<file path="src/rtl/sbp_update_ctrl.sv">
// Stage-RAM update controller: buffers write commands, replays them onto the shared
// port-B write bus and holds off after each update until in-flight lookups drain.
module sbp_update_ctrl #(
  parameter int NUM_STAGES    = 32,
  parameter int ADDR_BITS     = 11,
  parameter int DATA_BITS     = 64,
  parameter int STAGE_ID_BITS = 6,
  parameter int FIFO_DEPTH    = 4
) (
  input  logic                     clk,
  input  logic                     rst,
  input  logic                     cmd_valid,
  output logic                     cmd_ready,
  input  logic [STAGE_ID_BITS-1:0] cmd_stage_id,
  input  logic [ADDR_BITS-1:0]     cmd_addr,
  input  logic [DATA_BITS-1:0]     cmd_data,
  input  logic                     cmd_last,
  output logic [NUM_STAGES-1:0]    wr_en,
  output logic [ADDR_BITS-1:0]     wr_addr,
  output logic [DATA_BITS-1:0]     wr_data,
  output logic                     busy,
  output logic                     done_o,
  output logic                     err_o,
  output logic [15:0]              update_cnt
);

  localparam int PTR_BITS   = $clog2(FIFO_DEPTH);
  localparam int CNT_BITS   = PTR_BITS + 1;
  localparam int DRAIN_BITS = $clog2(NUM_STAGES) + 1;

  typedef struct packed {
    logic [STAGE_ID_BITS-1:0] stage_id;
    logic [ADDR_BITS-1:0]     addr;
    logic [DATA_BITS-1:0]     data;
    logic                     last;
  } cmd_t;

  typedef enum logic [1:0] {
    IDLE,
    ISSUE,
    DRAIN
  } state_t;

  cmd_t                  mem [FIFO_DEPTH];
  cmd_t                  cmd_in;
  cmd_t                  head;
  logic [PTR_BITS-1:0]   wr_ptr;
  logic [PTR_BITS-1:0]   rd_ptr;
  logic [CNT_BITS-1:0]   count;
  logic [CNT_BITS-1:0]   count_nxt;
  logic                  push;
  logic                  pop;
  logic                  head_ok;
  logic [NUM_STAGES-1:0] stage_dec;

  state_t                state;
  state_t                state_nxt;
  logic [DRAIN_BITS-1:0] drain_cnt;
  logic [DRAIN_BITS-1:0] drain_cnt_nxt;
  logic                  drain_done;

  assign cmd_in    = '{stage_id: cmd_stage_id, addr: cmd_addr, data: cmd_data, last: cmd_last};
  assign head      = mem[rd_ptr];
  assign push      = cmd_valid && cmd_ready;
  assign pop       = (state != DRAIN) && (count != '0);
  assign count_nxt = count + CNT_BITS'(push) - CNT_BITS'(pop);
  assign head_ok   = 32'(head.stage_id) < NUM_STAGES;
  assign busy      = (count != '0) || (state != IDLE);

  // Command buffer; ready is registered from the next occupancy so it never
  // depends combinationally on cmd_valid.
  always_ff @(posedge clk) begin
    if (push) begin
      mem[wr_ptr] <= cmd_in;
    end
  end

  always_ff @(posedge clk or negedge rst) begin
    if (!rst) begin
      wr_ptr    <= '0;
      rd_ptr    <= '0;
      count     <= '0;
      cmd_ready <= 1'b0;
    end else begin
      if (push) begin
        wr_ptr <= wr_ptr + 1'b1;
      end
      if (pop) begin
        rd_ptr <= rd_ptr + 1'b1;
      end
      count     <= count_nxt;
      cmd_ready <= count_nxt < CNT_BITS'(FIFO_DEPTH);
    end
  end

  always_comb begin
    stage_dec = '0;
    for (int unsigned i = 0; i < NUM_STAGES; i++) begin
      stage_dec[i] = (32'(head.stage_id) == i);
    end
  end

  always_ff @(posedge clk or negedge rst) begin
    if (!rst) begin
      state     <= IDLE;
      drain_cnt <= '0;
    end else begin
      state     <= state_nxt;
      drain_cnt <= drain_cnt_nxt;
    end
  end

  // DRAIN covers the final write cycle and the NUM_STAGES-1 cycles after it, so
  // the pop that follows lands its write NUM_STAGES+1 cycles after that write.
  always_comb begin
    state_nxt     = state;
    drain_cnt_nxt = drain_cnt;
    drain_done    = 1'b0;
    case (state)
      IDLE, ISSUE: begin
        if (pop && head.last) begin
          state_nxt     = DRAIN;
          drain_cnt_nxt = DRAIN_BITS'(NUM_STAGES - 1);
        end else begin
          state_nxt = (count_nxt != '0) ? ISSUE : IDLE;
        end
      end
      DRAIN: begin
        if (drain_cnt == '0) begin
          drain_done = 1'b1;
          state_nxt  = (count_nxt != '0) ? ISSUE : IDLE;
        end else begin
          drain_cnt_nxt = drain_cnt - 1'b1;
        end
      end
      default: state_nxt = IDLE;
    endcase
  end

  always_ff @(posedge clk or negedge rst) begin
    if (!rst) begin
      wr_en      <= '0;
      wr_addr    <= '0;
      wr_data    <= '0;
      err_o      <= 1'b0;
      done_o     <= 1'b0;
      update_cnt <= '0;
    end else begin
      wr_en  <= '0;
      err_o  <= 1'b0;
      done_o <= drain_done;
      if (pop) begin
        if (head_ok) begin
          wr_en   <= stage_dec;
          wr_addr <= head.addr;
          wr_data <= head.data;
        end else begin
          err_o <= 1'b1;
        end
      end
      if (done_o) begin
        update_cnt <= update_cnt + 16'd1;
      end
    end
  end

endmodule

</file>
<file path="config.mk">
export PLATFORM = sky130hd
export DESIGN_NAME = sbp_update_ctrl
export DESIGN_NICKNAME = d
export VERILOG_FILES = /design/src/rtl/sbp_update_ctrl.sv
export SDC_FILE = /design/constraint.sdc
export NUM_CORES = 1
export LEC_CHECK = 0
export CAP_MARGIN = 20
export CORE_UTILIZATION = 35
export CTS_BUF_LIST = sky130_fd_sc_hd__clkbuf_8
export CTS_CLUSTER_SIZE = 20
export DETAILED_ROUTE_END_ITERATION = 10
export MAX_ROUTING_LAYER = met4
export PLACE_DENSITY = 0.56
export SKIP_CTS_REPAIR_TIMING = 1
export SYNTH_ARGS = -nofsm -noshare
export SYNTH_HDL_FRONTEND = slang
export SYNTH_SLANG_ARGS = --single-unit
</file>
<file path="constraint.sdc">
create_clock -name clk -period 3.2 [get_ports clk]
set_clock_uncertainty 0.1 [all_clocks]
set_input_delay 0.8 -clock clk [delete_from_list [all_inputs] [get_ports clk]]
set_output_delay 0.8 -clock clk [all_outputs]
set_load 0.005 [all_outputs]
</file>
==> metrics.csv <==
stage,metric,value,unit
clock_network,cts_tree,built,
drt,vias,8507,
timing,slew_headroom,0.584,
setup_path,critical-path-top-delay-family,simple AND/OR/NAND/NOR gates,
global_route,antenna_found_initial,3,
placement,placedInstanceArea,20300,um2
setup_path,critPathCaptureType,primary output,
timing,rsz0062_at_grt,no,
flow_run,maxCapViolCount,0,
placement,place_ws,168,ps
power_and_ir_drop,switchingPower,5.51,mW
setup_path,arrival,2060,ps
power_and_ir_drop,power.density,880,nW/um2
clock_network,worstSkewPairLatency,650,ps
yosys,syn_inst,815,
global_route,grt_pass1_wl,54900,um
drt,detail-route-antenna-nets,0,
power_and_ir_drop,pwr-share-seq,0.432,
final_layout,drive_above_1_share,0.217,
setup_path,slowest_delay,480,ps
yosys,postSynthAreaPerCell,21.1,um2
timing,max_freq,338,MHz
timing,period_share,0.926,
placement,dp_hpwl,20300,um
clock_network,clkTransAtPathRegs,60,ps
placement,globalplace.congestion,0.778,
drt,vias_per_cell,4.66,
final_layout,area_growth,27.3,%
timing,report.final.slew_viol_count,0,
global_route,grt_pass1_vias,9174,
yosys,synth_edf_count,328,
clock_network,cts-root-buf,clkbuf_8,
clock_network,cts_num_sinks,469,
yosys,synth_flop_cell,edfxtp_1,
power_and_ir_drop,clkPwrFrac,0.269,
final_layout,multi_input_area,3630,um2
yosys,synthArstFlopShare,0.301,
power_and_ir_drop,leakage,7.80,nW
placement,io_buffers,211,
yosys,yosysWarningCount,0,
floorplan,pin_count,212,
final_layout,regArea,13400,um2
drt,routed_wl,35500,um
timing,setup_viol,0,
power_and_ir_drop,power.internal,13.8,mW
timing,tightest_slew,618,ps
power_and_ir_drop,vdd_drop_max,0.917,mV
clock_network,clk_path_buf_depth,3,
setup_path,path_cells,nor3_1 -> nand2_1 -> clkdlybuf4s50_1,
timing,setup_ws,237,ps
yosys,ys_ff_latch,469,
final_layout,nFillCells,4180,
timing,min_period,2960,ps
floorplan,die_w,224,um
yosys,synth_area,17200,um2
power_and_ir_drop,netSwitchingFraction,0.286,
timing,final.setup.tns,0,ps
floorplan,rows,80,
clock_network,cts-buffers-inserted,80,
setup_path,cp_max_fo,4,
clock_network,h-tree-depth,3,
drt,drt_iter0_markers,478,
setup_path,cp_num_buf_inv,1,
yosys,synth_nets,910,
final_layout,fin_area,21900,um2
yosys,seq_area_frac_synth,0.777,
setup_path,critPathLaunchType,flip-flop,
drt,routedWlPerCell,19.4,um
floorplan,die_y,224,um
setup_path,worstPathRequired,2300,ps
floorplan,fp.dieArea,50100,um2
setup_path,worstSetupPathType,flip-flop to primary output,
final_layout,layout.nets,1198,
global_route,track_usage,0.152,
hold_path,hold_class,flip-flop to flip-flop,
global_route,grt_max_degree,84,
power_and_ir_drop,pwr-share-comb,0.299,
status,status,finished clean,
drt,drc,0,
timing,report.final.hold_viol_count,0,
floorplan,coreArea,48100,um2
setup_path,cp_slowest_cell,clkdlybuf4s50_1,
floorplan,start_util,0.358,
drt,first_pass_iters,4,
global_route,gr-total-overflow,0,
yosys,synth_cell_types,40,
path summary, 6_finish.rpt:
kind,start,endpoint,slack [ps],depth (start not counted)
min reg2reg,update_cnt[15],update_cnt[15],370,1
min,update_cnt[15],update_cnt[15],370,1
max in group asynchronous,rst,wr_addr[10],1660,3
max,count[2],busy,240,3
max reg2reg,count[2],state[0],660,9
min in group asynchronous,rst,wr_en[4],600,2
final cells by class:
| type | instances | area share |
|---|---|---|
| Sequential cell | 469 | 0.611 |
| Multi-Input combinational cell | 307 | 0.166 |
| Timing Repair Buffer | 236 | 0.113 |
| Clock buffer | 92 | 0.0578 |
| Tap cell | 656 | 0.0375 |
| Clock inverter | 54 | 0.0136 |
| Inverter | 9 | 0.00154 |
| Antenna cell | 3 | 0.000343 |
state kept, by name, summed over array words and instances, names as in the netlist:
signal / count
mem: 328
wr_data: 64
wr_en: 32
update_cnt: 16
wr_addr: 11
drain_cnt: 6
count: 3
rd_ptr: 2
state: 2
wr_ptr: 2
cmd_ready: 1
done_o: 1
err_o: 1
cell usage in the layout (no fill, tap or decap), types with 3 or more instances in the layout:
cell               n
mux2_2            27
edfxtp_1         328
nand3_1            8
a211oi_1           3
xnor2_1           14
a2bb2oi_1          3
nor3_1             7
clkbuf_8          92
clkdlybuf4s50_1  210
dfrtp_1          139
nor2b_1            5
nand2_1           20
xor2_1             9
buf_12            13
inv_1             30
nor2_1            42
clkinv_1          13
clkinv_2          12
mux4_2            81
diode_2            3
mux2_1            50
ha_1               9
buf_4             11
and3_4             4
nand4_1            5
inv_6              4
metrics by stage:
stage | hold WS (ps) | cells | utilization | total power, mW
finish | 369 | 1826 | 0.455 | 19.3
detailed placement | 364 | 1676 | 0.422 | 14.4
floorplan | 368 | 815 | - | 11.9
CTS | -35.1 | 1822 | 0.455 | 19.7
global route | 404 | 1826 | 0.455 | 20.4
global placement | 359 | 1676 | 0.422 | 14.3
routing by layer:
layer	global-route usage	share of wire
met3	0.0468	0.056
met1	0.187	0.43
met4	0.0530	0.021
met2	0.239	0.49
met5	-	0
power by group through the flow:
stage | clock network, mW | registers (mW) | logic, mW
finish | 5.18 | 8.34 | 5.77
global route | 5.67 | 8.48 | 6.28
CTS | 5.40 | 8.36 | 5.95
detailed placement | 0 | 8.47 | 5.93
global placement | 0 | 8.44 | 5.88
floorplan | 0 | 8.39 | 3.51
Yosys cell counts, drive strengths merged (8+ instances only):
cell type	instances	area, um2
mux4	81	1820
xor2	9	78.8
mux2	77	867
nand2	20	75.1
xnor2	14	123
buf	21	163
clkbuf	9	33.8
ha	9	113
edfxtp	328	9850
nand3	8	40.0
nor3	8	45.0
inv	9	33.8
nor2	42	158
dfrtp	141	3530
kinds of logic after synthesis:
family                     share of synthesized area
AOI/OAI and AO/OA                            0.00552
and+or+nand+nor                               0.0278
xor gates and xnor gates                      0.0117
muxes                                          0.157
buffers and inverters                         0.0134
adders and majority gates                    0.00770
DFF                                            0.777
No activity file was read; power rests on OpenSTA's default activity.
